File: config.mk
export PLATFORM = sky130hd
export DESIGN_NAME = param_shift_register
export DESIGN_NICKNAME = d
export VERILOG_FILES = /design/src/rtl/shift_reg_pkg.sv /design/src/rtl/shift_word_counter.sv /design/src/rtl/param_shift_register.sv
export SDC_FILE = /design/constraint.sdc
export NUM_CORES = 1
export LEC_CHECK = 0
export ABC_AREA = 1
export BUFFER_PORTS_ARGS = -buffer_cell sky130_fd_sc_hd__buf_2
export CORE_AREA = 2 2 42 51
export DETAILED_ROUTE_END_ITERATION = 10
export DIE_AREA = 0 0 44 53
export PLACE_DENSITY = 0.74
export SLEW_MARGIN = 20
export SYNTH_ARGS = -nofsm -noshare
export SYNTH_HDL_FRONTEND = slang
export SYNTH_SLANG_ARGS = --single-unit
File: constraint.sdc
create_clock -name clk -period 1.5 [get_ports clk]
set_input_delay 0.15 -clock clk [delete_from_list [all_inputs] [get_ports clk]]
set_output_delay 0.15 -clock clk [all_outputs]
set_load 0.02 [all_outputs]
File: src/rtl/shift_reg_pkg.sv
// rtl/shift_reg_pkg.sv - mode encodings shared by the shift register and its bench
//
// Purpose: single home for the 2-bit operation-select encodings.
// Ports:   none (package).
package shift_reg_pkg;

    localparam logic [1:0] MODE_HOLD = 2'b00;
    localparam logic [1:0] MODE_SHR  = 2'b01;
    localparam logic [1:0] MODE_SHL  = 2'b10;
    localparam logic [1:0] MODE_LOAD = 2'b11;

endpackage

File: src/rtl/shift_word_counter.sv
// rtl/shift_word_counter.sv - saturating shift counter with one-shot word_done pulse
//
// Purpose: counts shift steps since the last clear/reset, saturating at WIDTH,
//          and pulses done for one cycle when the count first reaches WIDTH.
// Ports:
//   clk   - clock, rising edge
//   rst   - synchronous active-high reset
//   clear - restart the word (count to 0, suppress done); wins over step
//   step  - one shift occurred this cycle
//   count - shifts so far, saturating at WIDTH
//   done  - high for the cycle after the count moves WIDTH-1 -> WIDTH
module shift_word_counter #(
    parameter int WIDTH = 8,
    localparam int CW   = $clog2(WIDTH + 1)
) (
    input  logic          clk,
    input  logic          rst,
    input  logic          clear,
    input  logic          step,
    output logic [CW-1:0] count,
    output logic          done
);

    localparam logic [CW-1:0] CNT_MAX  = CW'(WIDTH);
    localparam logic [CW-1:0] CNT_LAST = CW'(WIDTH - 1);

    logic [CW-1:0] cnt_q, cnt_d;
    logic          done_q, done_d;

    // Once saturated the count never moves again until a clear, so done can
    // only fire on the single WIDTH-1 -> WIDTH transition.
    always_comb begin
        cnt_d  = cnt_q;
        done_d = 1'b0;
        if (clear) begin
            cnt_d = '0;
        end else if (step && (cnt_q != CNT_MAX)) begin
            cnt_d  = cnt_q + CW'(1);
            done_d = (cnt_q == CNT_LAST);
        end
    end

    always_ff @(posedge clk) begin
        if (rst) begin
            cnt_q  <= '0;
            done_q <= 1'b0;
        end else begin
            cnt_q  <= cnt_d;
            done_q <= done_d;
        end
    end

    assign count = cnt_q;
    assign done  = done_q;

endmodule

File: src/rtl/param_shift_register.sv
// rtl/param_shift_register.sv - parameterised universal shift register with word tracking
//
// Purpose: HOLD / shift-right / shift-left / parallel-load register with
//          registered serial outputs and a per-word shift counter.
// Ports:
//   clk       - clock, rising edge
//   rst       - synchronous active-high reset
//   en        - operation enable; when low the block holds
//   mode      - HOLD=00, SHR=01, SHL=10, LOAD=11
//   ser_in_r  - serial input entering at MSB on SHR
//   ser_in_l  - serial input entering at LSB on SHL
//   par_in    - parallel load data
//   par_out   - register contents (direct flop output)
//   ser_out_r - bit that left the LSB on the most recent SHR
//   ser_out_l - bit that left the MSB on the most recent SHL
//   shift_cnt - shifts since last LOAD/reset, saturating at WIDTH
//   word_done - one-cycle pulse when shift_cnt reaches WIDTH
module param_shift_register
    import shift_reg_pkg::*;
#(
    parameter int               WIDTH     = 8,
    parameter logic [WIDTH-1:0] RESET_VAL = '0
) (
    input  logic                         clk,
    input  logic                         rst,
    input  logic                         en,
    input  logic [1:0]                   mode,
    input  logic                         ser_in_r,
    input  logic                         ser_in_l,
    input  logic [WIDTH-1:0]             par_in,
    output logic [WIDTH-1:0]             par_out,
    output logic                         ser_out_r,
    output logic                         ser_out_l,
    output logic [$clog2(WIDTH+1)-1:0]   shift_cnt,
    output logic                         word_done
);

    logic [WIDTH-1:0] q_q;
    logic             ser_r_q;
    logic             ser_l_q;
    logic             do_shift;
    logic             do_load;

    assign do_shift = en && ((mode == MODE_SHR) || (mode == MODE_SHL));
    assign do_load  = en && (mode == MODE_LOAD);

    // Serial outputs are registered copies of the outgoing bit, which adds one
    // edge after the bit reaches the end of the register.
    always_ff @(posedge clk) begin
        if (rst) begin
            q_q     <= RESET_VAL;
            ser_r_q <= 1'b0;
            ser_l_q <= 1'b0;
        end else if (en) begin
            case (mode)
                MODE_SHR: begin
                    q_q     <= {ser_in_r, q_q[WIDTH-1:1]};
                    ser_r_q <= q_q[0];
                end
                MODE_SHL: begin
                    q_q     <= {q_q[WIDTH-2:0], ser_in_l};
                    ser_l_q <= q_q[WIDTH-1];
                end
                MODE_LOAD: begin
                    q_q <= par_in;
                end
                default: begin
                end
            endcase
        end
    end

    shift_word_counter #(
        .WIDTH (WIDTH)
    ) u_word_counter (
        .clk   (clk),
        .rst   (rst),
        .clear (do_load),
        .step  (do_shift),
        .count (shift_cnt),
        .done  (word_done)
    );

    assign par_out   = q_q;
    assign ser_out_r = ser_r_q;
    assign ser_out_l = ser_l_q;

endmodule

# Word-level counts from Yosys, hierarchy flattened
# Cells that the tools add are included.
# totals
regBits	15
inputBits	15
out_inout_bits	15
elab_cells	23
# classes
addsub	1
n_eq_ne	5
n_mux	1
bitwise	1
n_reduce_logical	10
# ops
operator	n
one-hot mux 8 bit (3 select lines)	1
AND reduction 2 bit	3
adder 4 x 1 -> 4 bit (second input constant)	1
equality test 2 bit (second input constant)	2
equality test 4 x 3 -> 1 bit (second input constant)	1
!= test 4 bit (second input constant)	1
logical AND 1 bit	3
nonzero test 3 bit	1
OR reduction 3 bit	1
equality test 2 x 1 -> 1 bit (second input constant)	1
OR reduction 2 bit	1
logical OR 1 bit	1
NOT 1 bit	1

# Longest topological paths before layout
# Gate-level depths: netlist of the first run.
# logic_depth
ltp_word	6
ltp_mapped	8
mapped_depth_nobuf	8

# Modules after synthesis
# A second synthesis of the first run with hierarchy kept.
# unflattened
cells_unflattened	141
hier_area_um2	895.9
# modules_own_cells
mod	instances	cells_each	area_per_inst_um2	seq_area_each_um2
param_shift_register	1	102	624.3	200.2
shift_word_counter	1	39	271.5	100.1

# Worst setup path before layout of the first run
# Ideal clock, no wire load.
# synth_timing
path_type	reg2reg
from	register u_word_counter.cnt_q[0] (netlist: u_word_counter.count[0])
to	register u_word_counter.cnt_q[3] (netlist: u_word_counter.count[3])
setup_ns	0.066
t_arrival_ns	1.140
t_required_ns	1.434
setup_slack_ns	0.293
path_stages_with_launch	8
path_buffers	0
synth_period_minus_slack_ns	1.207
cell_sequence	dfxtp_1 > inv_1 > ha_1 > nand3_2 > nand2_4 > clkinv_2 > nand2_1 > a21oi_2
# synth_between
elab_chain_len	2
word_cells_on_any_way	3
classes_between	1 x add/sub; 1 x eq/ne; 1 x reduce/logical
# synth_lines
item	line	rtl
start, declared	shift_word_counter.sv:27	logic [CW-1:0] cnt_q, cnt_d;
start signal, assigned	shift_word_counter.sv:48	cnt_q <= cnt_d;
branches (longest 2 deep; another with adder 4 x 1 -> 4 bit)	--	
# Parallel ways; which one is timed is not known.
# A chain may end at the register's enable or synchronous reset.

# Worst setup path after layout of the first run
# layout_timing
from	register u_word_counter.cnt_q[0] (netlist: u_word_counter.count[0])
to	register u_word_counter.cnt_q[0] (netlist: u_word_counter.count[0])
# Same word-level chain as after synthesis.

==> key figures, run 1 <==
Yosys
  – Synth Area in XOR/XNOR: 0.0106
  – YS warnings: 0
  – Post-Synth Adder-Cell Area: 0.0906
  – Syn Std Cell Area: ~830 sq um
  – Post-synthesis cell type count: 23
  – Yosys reg bits: 15
  – Largest family of logic cells by synthesized area: simple AND/OR/NAND/NOR gates
  – Mapped Cells: 110
  – Multiplexer share of the synthesized area: 0
  – Synth area leader: dfxtp_1
  – Mapped Nets: between 100 and 150
  – Top cells by area, synth: dfxtp_1 36%, nand2_1 15%, ha_1 9.1%, a21oi_1 7.9%, a31oi_1 6.0%
  – Post-synthesis sequential area ratio: 0.363
  – Complex-gate fraction of the synthesized area: 0.198
  – Post-synth top area share: 0.363
  – Synth Area per Inst: 7.53 sq um
  – Post-synthesis simple-gate area fraction: 0.258

Status
  – Status: finished, final reports clean

Clocking
  – Setup bufs post-CTS: 0
  – CTS tree: done
  – Clock transition at path regs: ~90 ps
  – Cts repair resizes: 0
  – H-tree depth: 1
  – Clock buffer depth: 2
  – CTS Hold Bufs: 0
  – Clk sinks: 15
  – TritonCTS buffer count: 3
  – Worst-Skew Late Latency: between 200 and 300 ps
  – Root buffer cell: clkbuf_4

Detailed routing
  – DRT iter0 DRCs: 18
  – Vias/cell: between 5 and 6
  – WL/cell: 11.2 um
  – Antenna viol nets, final: 0
  – Vias: just over 800
  – Drt pass-1 iters: 4
  – Routed WL: ~1800 um
  – DR DRC count: 0

Worst setup path
  – Crit. End Element: flop
  – Worst reg2reg path endpoint: u_word_counter.count[0]
  – FF-to-FF Start: u_word_counter.count[0]
  – CP Launch Point: u_word_counter.count[0]
  – FF-to-FF setup slack: 340 ps
  – End of the critical path: u_word_counter.count[0]
  – R2R depth: 7
  – Critical Path Source Type: flop
  – Critical path fanouts, max: 6
  – CP required: between 1500 and 2000 ps
  – Crit path kind: flop to flop
  – Arrival @ worst endpoint: about 1400 ps

STA
  – Final hold violation count: 0
  – RSZ-0062 raised after global routing: false
  – Setup-failing EPs final: 0
  – Post-layout min period: 1160 ps
  – Setup_tns: 0 ps
  – Slew margin rel.: 0.717
  – Post-Route Skew: ~4.2 ps
  – Max Clock Freq: 859 MHz
  – Period utilization: 0.776
  – Tightest Pin Transition: about 430 ps
  – Worst Setup Slack, final: roughly 340 ps
  – Max Slew Vio Count: 0

Placed design
  – Placed cell areas: approximately 970 sq um
  – Dpl cells: between 150 and 200
  – DP Wirelength: approximately 1400 um
  – RD Place Congestion: about 0.8
  – IO Port Bufs: 29
  – Pre-CTS WS: roughly 280 ps

Cells and area
  – N_diodes: 0
  – Layout Nets: 162
  – Filler cells: approximately 180
  – Cell Count, Final, Fillers Out: approximately 160
  – Area Growth Syn to Fin: 20.7%
  – Post-route cell area: around 1000 sq um
  – Multi-input gate area: between 400 and 500 sq um
  – Layout cells sized above 1: 0.307
  – Reg area: 300 sq um

Die
  – Initial Util: 0.453
  – Die extent in y: around 53 um
  – Site Rows: 17
  – I/O Pins: 30
  – Die extent in x: roughly 44 um
  – Die area: around 2300 sq um
  – Core area: approximately 1800 sq um

Min path
  – Worst min path class: input pin to flop
  – Hold Crit Start: rst

GRT
  – Initial antenna violation count: 0
  – First-pass GRT wire length: approximately 3100 um
  – Gr usage total: 0.172
  – Global route total overflow: 0
  – Vias in the first global route: 760
  – Pin count of the biggest net entering global routing: 12

Power and ir drop
  – Max IR drop VDD: approximately 0.00044 V
  – Power Dens Cells: 842 nW/um^2
  – Leakage: about 0.47 nW
  – Post-layout power: 0.000842 W

Run
  – Total of max-cap violations: 0
==> registers in the layout, summed over array words and instances (netlist names) <==
| register | cells |
|---|---|
| ser_out_r | 1 |
| u_word_counter.done | 1 |
| par_out | 8 |
| u_word_counter.count | 4 |
| ser_out_l | 1 |
==> worst min path at each step <==
stage / end / slack [ps] / cells past startpoint
after CTS: ser_out_r / 40 / 2
after global routing: ser_out_r / 40 / 2
after global placement: ser_out_r / 340 / 2
after floorplan: ser_out_l / 220 / 1
final: ser_out_r / 40 / 2
after detailed placement: ser_out_r / 350 / 2
==> cell usage after synthesis <==
master / instances
clkinv_2: 1
o21ai_1: 7
xor2_1: 1
inv_2: 4
buf_2: 1
buf_4: 1
nand2_1: 33
nor3_1: 1
a21oi_1: 13
o21ai_0: 1
inv_1: 6
a21oi_2: 1
dfxtp_1: 15
nand4_1: 1
ha_1: 6
nand2_2: 1
nand3_2: 1
nand3_1: 4
a31oi_1: 8
nand2_4: 1
nor2_8: 1
nor2_4: 1
buf_6: 1
==> power by group <==
| part | internal [W] | total, W | switching [W] |
|---|---|---|---|
| logic | 0.0000645 | 0.000173 | 0.000108 |
| clock network | 0.000103 | 0.000229 | 0.000126 |
| registers | 0.000419 | 0.000440 | 0.0000214 |
==> logic make-up (layout without fill, tap and decap cells) <==
kind of cell	count (synthesis)	count (layout)
buffers and inverters	14	44
AND/OR/NAND/NOR	44	44
XOR/XNOR	1	1
flip-flops	15	15
adder cells (fa/ha/maj)	6	6
AO/OA/AOI/OAI	30	30
==> layout by cell type (no fill, tap or decap) <==
| cell | netlist | layout |
|---|---|---|
| a31oi_1 | 8 | 8 |
| a21oi_2 | 1 | 1 |
| nor2_4 | 1 | 1 |
| clkbuf_4 | 0 | 3 |
| o21ai_0 | 1 | 1 |
| nand2_4 | 1 | 1 |
| nor3_1 | 1 | 1 |
| ha_1 | 6 | 6 |
| nand3_1 | 4 | 4 |
| nand4_1 | 1 | 1 |
| nand3_2 | 1 | 1 |
| clkbuf_1 | 0 | 1 |
| o21ai_1 | 7 | 7 |
| buf_2 | 1 | 29 |
| dfxtp_1 | 15 | 15 |
| nand2_1 | 33 | 33 |
| a21oi_1 | 13 | 13 |
| nor2_8 | 1 | 1 |
| nand2_2 | 1 | 1 |
| inv_2 | 4 | 4 |
| xor2_1 | 1 | 1 |
| inv_1 | 6 | 6 |
| clkinv_2 | 1 | 1 |
==> stage by stage <==
stage	utilization	hold slack, ps
final	0.547	44.2
after global routing	0.547	42.4
after CTS	0.547	38.2
after detailed placement	0.532	346
after global placement	0.532	336
after floorplan	-	219
==> layer usage <==
metal | up-vias | routed length, um | GRT usage
met5 | - | 0 | 0
met1 | 368 | 793 | 0.211
met4 | 0 | 28 | 0.0606
li1 | 428 | - | -
met2 | 25 | 848 | 0.297
met3 | 4 | 110 | 0.0307
==> critical path: stages (launching register included) <==
cell and delay [ps]:
dfxtp_1 430, inv_1 80, ha_1 210, nand3_2 90, nand2_4 70, clkinv_2 70, nand2_1 50, a21oi_1 110
==> final cells by class <==
class | count | area share
clock buffer | 4 | 0.0263
inverter | 11 | 0.0426
multi-input combinational | 81 | 0.462
sequential | 15 | 0.300
tap | 19 | 0.0238
timing repair buffer | 29 | 0.145
No activity file was read; power rests on OpenSTA's default activity.
==> run 2: changes to the inputs <==
- clock period: 1.5 -> 1.2 ns (I/O delays scaled with it)
==> key figures, run 2 (synthesis results as in run 1) <==
Status
  – Status: finished, final reports clean

STA
  – Max Clock Freq: 896 MHz (+4.4%)
  – RSZ-0062 raised after global routing: false
  – Slew margin rel.: 0.707 (-0.00972)
  – Post-layout min period: 1120 ps (-49.0 ps)
  – Max Slew Vio Count: 0 (unchanged)
  – Tightest Pin Transition: 440 ps (+14.6 ps)
  – Setup-failing EPs final: 0 (unchanged)
  – Post-Route Skew: 3.72 ps (-0.438 ps)
  – Period utilization: 0.930 (+0.153)
  – Final hold violation count: 0 (unchanged)

Worst setup path
  – R2R depth: 7 (unchanged)
  – Crit path kind: flop to flop
  – Arrival @ worst endpoint: 1300 ps (-80 ps)
  – Critical Path Source Type: flop
  – Critical path fanouts, max: 6 (unchanged)
  – CP required: 1390 ps (-320 ps)
  – Crit. End Element: flop

Detailed routing
  – Drt pass-1 iters: 4 (unchanged)
  – DRT iter0 DRCs: 15 (-3)
  – Routed WL: 1880 um (+5.5%)
  – WL/cell: 11.7 um (+4.8%)
  – DR DRC count: 0 (unchanged)
  – Vias: 834 (+1.1%)
  – Vias/cell: 5.21 (+0.46%)
  – Antenna viol nets, final: 0 (unchanged)

Die
  – Initial Util: 0.453 (unchanged)
  – Core area: 1830 sq um (unchanged)
  – Site Rows: 17 (unchanged)
  – Die extent in x: 44 um (unchanged)
  – I/O Pins: 30 (unchanged)
  – Die area: 2330 sq um (unchanged)
  – Die extent in y: 53 um (unchanged)

Run
  – Total of max-cap violations: 0 (unchanged)

Placed design
  – RD Place Congestion: 0.804 (-1.9%)
  – IO Port Bufs: 29 (unchanged)
  – DP Wirelength: 1450 um (+6.8%)

Cells and area
  – Area Growth Syn to Fin: 22.4%
  – N_diodes: 0 (unchanged)
  – Most common cell after layout, fill and taps aside: nand2_1
  – Filler cells: 189 (+3.3%)
  – Most frequent cells in the layout: 33 x nand2_1, 29 x buf_2, 13 x a21oi_1, 13 x dfxtp_1, 8 x a31oi_1
  – Layout cells sized above 1: 0.333 (+0.0262)
  – Final Util: 0.554 (+0.00752)
  – Layout Nets: 163 (+0.62%)
  – Max reg flops: 8 (unchanged)

GRT
  – Gr usage total: 0.191 (+0.0192)
  – Initial antenna violation count: 0 (unchanged)
  – Pin count of the biggest net entering global routing: 12 (unchanged)
  – Vias in the first global route: 812 (+6.8%)
  – First-pass GRT wire length: 3290 um (+7.0%)
  – Global route total overflow: 0 (unchanged)

Clocking
  – Clk sinks: 15 (unchanged)
  – Worst-Skew Late Latency: 290 ps (about the same)
  – Setup bufs post-CTS: 0 (unchanged)
  – H-tree depth: 1 (unchanged)
  – Clock buffer depth: 2 (unchanged)
  – Root buffer cell: clkbuf_4
  – TritonCTS buffer count: 3 (unchanged)
  – Clock transition at path regs: 90 ps (about the same)
  – CTS tree: done

Power and ir drop
  – Internal Power: 0.000731 W (+25%)
  – Clk pwr share: 0.278 (+0.006)
  – Leakage: 0.479 nW (+1.9%)
  – Max IR drop VDD: 0.000623 V (+42%)
  – Net Sw Power: 0.000337 W (+32%)
  – Part of the power in registers: 0.515 (-0.008)
  – Power Dens Cells: 1050 nW/um^2 (+25%)
  – Gate power share: 0.208 (+0.003)
  – Post-layout power: 0.00107 W (+27%)
  – Net Sw Frac: 0.316 (+0.0125)

Min path
  – Hold Crit Depth: 2 (unchanged)
  – Worst min path class: input pin to flop
==> run 2: critical path, stage by stage (launching register included) <==
cell and delay (ps):
dfxtp_4 370, inv_1 70, ha_1 160, nand3_2 90, nand2_4 100, clkinv_2 80, nand2_1 80, a21oi_2 50
==> run 2: path summary, 6_finish.rpt <==
kind                           start                       to  slack [ps]
min                              rst                ser_out_r         0.5
max reg2reg  u_word_counter.count[0]  u_word_counter.count[3]          80
min reg2reg                ser_out_r                ser_out_r         460
max          u_word_counter.count[0]  u_word_counter.count[3]          80
==> run 2: stage by stage <==
| stage | instance area, sq um | setup slack [ps] | std cells | setup TNS, ps | hold slack, ps |
|---|---|---|---|---|---|
| after detailed placement | 982 | -31.0 | 156 | -71.8 | 313 |
| after CTS | 1010 | 60.5 | 160 | 0 | 4.52 |
| after global placement | 982 | 35.1 | 156 | 0 | 306 |
| final | 1010 | 84.4 | 160 | 0 | 0.510 |
| after global routing | 1010 | 3.68 | 160 | 0 | 12.1 |
| after floorplan | 830 | 39.2 | 110 | 0 | 189 |
==> run 2: cell type report <==
| type | count | area, sq um | area share |
|---|---|---|---|
| clock inverter | 1 | 5.00 | 0.00494 |
| timing repair buffer | 30 | 153 | 0.151 |
| tap | 19 | 23.8 | 0.0235 |
| inverter | 11 | 42.5 | 0.0420 |
| clock buffer | 3 | 22.5 | 0.0222 |
| sequential | 15 | 305 | 0.301 |
| multi-input combinational | 81 | 462 | 0.456 |
==> run 2: layer usage <==
metal,vias up,routed length (um),track usage,part of all wire
met5,-,0,0,0
li1,428,-,-,-
met2,21,949,0.346,0.51
met3,5,86,0.0444,0.046
met1,380,806,0.205,0.43
met4,0,36,0.0909,0.019
==> run 2: power groups by stage <==
stage               Sequential, W  Combinational (W)  Clock [W]
global route             0.000555           0.000248   0.000336
floorplan                0.000589           0.000120          0
global placement         0.000561           0.000217          0
CTS                      0.000550           0.000223   0.000302
detailed placement       0.000562           0.000222          0
finish                   0.000550           0.000222   0.000296
==> run 2: what timing repair did <==
action | 4_1_cts | 5_1_grt
hold buffers | 0 | 0
gates resized for setup | 0 | 2
endpoints found under the setup margin | 0 | 4
==> run 3: changes to the inputs <==
- CORE_AREA: 2 2 42 51 -> 2 2 43 53
- DIE_AREA: 0 0 44 53 -> 0 0 45 55
- PLACE_DENSITY: 0.74 -> 0.73
- SYNTH_HIERARCHICAL: unset -> 1
==> key figures, run 3 <==
Cells and area
  – Most common cell after layout, fill and taps aside: nand2_1
  – Reg area: 303 sq um (-0.82%)
  – Most frequent cells in the layout: 33 x nand2_1, 29 x buf_2, 28 x nor2_1, 20 x inv_1
  – Area Growth Syn to Fin: 25.1%
  – Multi-input gate area: 513 sq um (+11%)
  – Max reg flops: 8 (unchanged)
  – Layout Nets: 196 (+20%)
  – N_diodes: 0 (unchanged)
  – Filler cells: 205 (+8.5%)
  – Layout cells sized above 1: 0.259 (-0.0747)

Die
  – Die area: 2480 sq um (+6.1%)
  – I/O Pins: 30 (unchanged)
  – Site Rows: 18 (+1)
  – Initial Util: 0.452 (-0.000784)
  – Core area: 1980 sq um (+8.3%)
  – Die extent in y: 55 um (+3.8%)
  – Die extent in x: 45 um (+2.3%)

Yosys
  – Mapped Nets: 162 (+24%)
  – Yosys reg bits: 15 (unchanged)
  – Most frequent cell after synthesis: nand2_1
  – Synth Area per Inst: 6.35 sq um (-16%)
  – Top cells by area, synth: dfxtp_1 34%, nand2_1 14%, nor2_1 12%, inv_1 8.8%, ha_1 8.4%
  – YS warnings: 6 (+6)
  – Post-synthesis cell type count: 19 (-17%)
  – Top_reg_cell synth: dfxtp_1
  – Mapped Cells: 141 (+28%)
  – Post-synthesis sequential area ratio: 0.335 (-0.0273)
  – Synth async-reset ratio: 0 (unchanged)
  – Post-synth EDFFs: 0 (unchanged)
  – Synth area leader: dfxtp_1
  – Syn Std Cell Area: 896 sq um (+8.2%)
  – Post-synth top area share: 0.335 (-0.0273)
  – Commonest cells post-synth: 33 x nand2_1, 28 x nor2_1, 21 x inv_1, 15 x dfxtp_1, 13 x nand3_1

Detailed routing
  – Drt pass-1 iters: 4 (unchanged)
  – WL/cell: 10.3 um (-12%)
  – Vias/cell: 4.94 (-5.3%)
  – Routed WL: 2000 um (+6.7%)
  – DRT iter0 DRCs: 5 (-10)
  – Antenna viol nets, final: 0 (unchanged)
  – Vias: 958 (+15%)
  – DR DRC count: 0 (unchanged)

STA
  – RSZ-0062 raised after global routing: false
  – Setup-failing EPs final: 0 (unchanged)
  – Final hold violation count: 0 (unchanged)
  – Slew margin rel.: 0.816 (+0.110)
  – Post-layout min period: 1080 ps (-30.8 ps)
  – Period utilization: 0.904 (-0.0257)
  – Max Slew Vio Count: 0 (unchanged)
  – Tightest Pin Transition: 275 ps (-165 ps)
  – Setup_tns: 0 ps (unchanged)
  – Post-Route Skew: 8.82 ps (+5.09 ps)
  – Max Clock Freq: 922 MHz (+2.8%)
  – Worst Setup Slack, final: 115 ps (+30.8 ps)

Worst setup path
  – CP required: 1380 ps (about the same)
  – Worst path cell trace: inv_1 > ha_4 > nand3_4 > nand2_4 > o21ai_0 > nor2_1
  – CP bufs+invs: 1 (-1)
  – Critical path's largest stage delay: 370 ps (about the same)
  – FF-to-FF Start: u_word_counter/count[1]
  – Critical path fanouts, max: 5 (-1)
  – Worst reg2reg path endpoint: u_word_counter/count[0]
  – Arrival @ worst endpoint: 1260 ps (-40 ps)
  – Crit. End Element: flop
  – Crit path kind: flop to flop
  – Slowest-stage cell, CP: dfxtp_2
  – FF-to-FF setup slack: 120 ps (+30 ps)
  – R2R depth: 6 (-1)
  – CP top delay family: flip-flops
  – Critical Path Source Type: flop

GRT
  – Gr usage total: 0.180 (-0.0115)
  – Initial antenna violation count: 0 (unchanged)
  – Global route total overflow: 0 (unchanged)
  – Pin count of the biggest net entering global routing: 15 (+3)
  – Vias in the first global route: 811 (-0.12%)
  – First-pass GRT wire length: 3250 um (-1.3%)

Clocking
  – TritonCTS buffer count: 3 (unchanged)
  – H-tree depth: 1 (unchanged)
  – Clock transition at path regs: 100 ps (about the same)
  – Root buffer cell: clkbuf_4
  – Worst-Skew Late Latency: 290 ps (about the same)
  – Clk sinks: 15 (unchanged)
  – Setup bufs post-CTS: 0 (unchanged)
  – Clock buffer depth: 2 (unchanged)
  – CTS tree: done

Run
  – Total of max-cap violations: 0 (unchanged)

Power and ir drop
  – Clk pwr share: 0.268 (-0.010)
  – Part of the power in registers: 0.497 (-0.018)
  – Power Dens Cells: 994 nW/um^2 (-5.7%)
  – Net Sw Power: 0.000357 W (+5.8%)
  – Internal Power: 0.000758 W (+3.7%)
  – Net Sw Frac: 0.320 (+0.00441)
  – Gate power share: 0.235 (+0.027)
  – Max IR drop VDD: 0.000530 V (-15%)
  – Leakage: 0.579 nW (+21%)

Placed design
  – IO Port Bufs: 29 (unchanged)
  – Pre-CTS WS: 14.3 ps (+45.3 ps)
  – RD Place Congestion: 0.835 (+3.8%)
  – DP Wirelength: 1580 um (+8.7%)

Min path
  – Hold Crit Depth: 2 (unchanged)
  – Hold Crit Start: rst
  – Endpoint, Worst Hold: ser_out_l
  – Worst min path class: input pin to flop

Status
  – Status: finished, final reports clean
[run 3: layer usage]
metal	up-vias	GRT usage	wire, um
met4	0	0.103	34
met3	4	0.0195	122
met2	31	0.331	1060
met5	-	0	0
li1	500	-	-
met1	423	0.197	791
[run 3: layout make-up]
cell class / count / area share
clock buffer: 4 / 0.0234
multi-input combinational: 100 / 0.458
sequential: 15 / 0.270
inverter: 23 / 0.0770
tap: 20 / 0.0223
timing repair buffer: 32 / 0.150
[run 3: cells by family (layout without fill, tap and decap cells)]
family,after synthesis,count (layout),synth area share
flip-flops,15,15,0.335
buffers and inverters,26,59,0.120
AO/OA/AOI/OAI,14,14,0.0810
AND/OR/NAND/NOR,80,80,0.380
adder cells (fa/ha/maj),6,6,0.0838
[run 3: worst max path at each step]
stage / from / to / cells past startpoint
after global placement: u_word_counter/count[1] / u_word_counter/count[1] / 6
after detailed placement: mode[0] / par_out[6] / 7
after CTS: u_word_counter/count[1] / u_word_counter/count[0] / 6
after floorplan: u_word_counter/count[1] / u_word_counter/count[0] / 6
final: u_word_counter/count[1] / u_word_counter/count[0] / 6
after global routing: u_word_counter/count[1] / u_word_counter/count[0] / 6
[run 3: worst register-to-register path, stage by stage, from the launching register on]
cell and delay [ps]:
dfxtp_2 370, inv_1 70, ha_4 170, nand3_4 100, nand2_4 70, o21ai_0 150, nor2_1 60
[run 3: stage by stage]
stage               hold slack, ps  cell area, sq um   util  power [W]  instances
floorplan                      189               897      -   0.000726        141
global placement               352              1070  0.539   0.000808        190
detailed placement             356              1070  0.539   0.000814        190
CTS                           46.8              1090  0.552    0.00111        194
global route                  60.5              1120  0.566    0.00118        194
finish                        40.5              1120  0.566    0.00111        194
[run 3: repair_timing]
action                                 CTS  global route
gates resized for setup                  0             7
endpoints found under the hold margin    0             0
setup endpoints to repair                0             5
hold buffers                             0             0
[run 3: power by group through the flow]
stage | Sequential [W] | Combinational (W) | Clock [W]
3_3_place_gp | 0.000564 | 0.000244 | 0
4_1_cts | 0.000553 | 0.000251 | 0.000304
3_5_place_dp | 0.000564 | 0.000250 | 0
2_1_floorplan | 0.000594 | 0.000132 | 0
5_1_grt | 0.000559 | 0.000297 | 0.000328
6_report | 0.000554 | 0.000262 | 0.000299
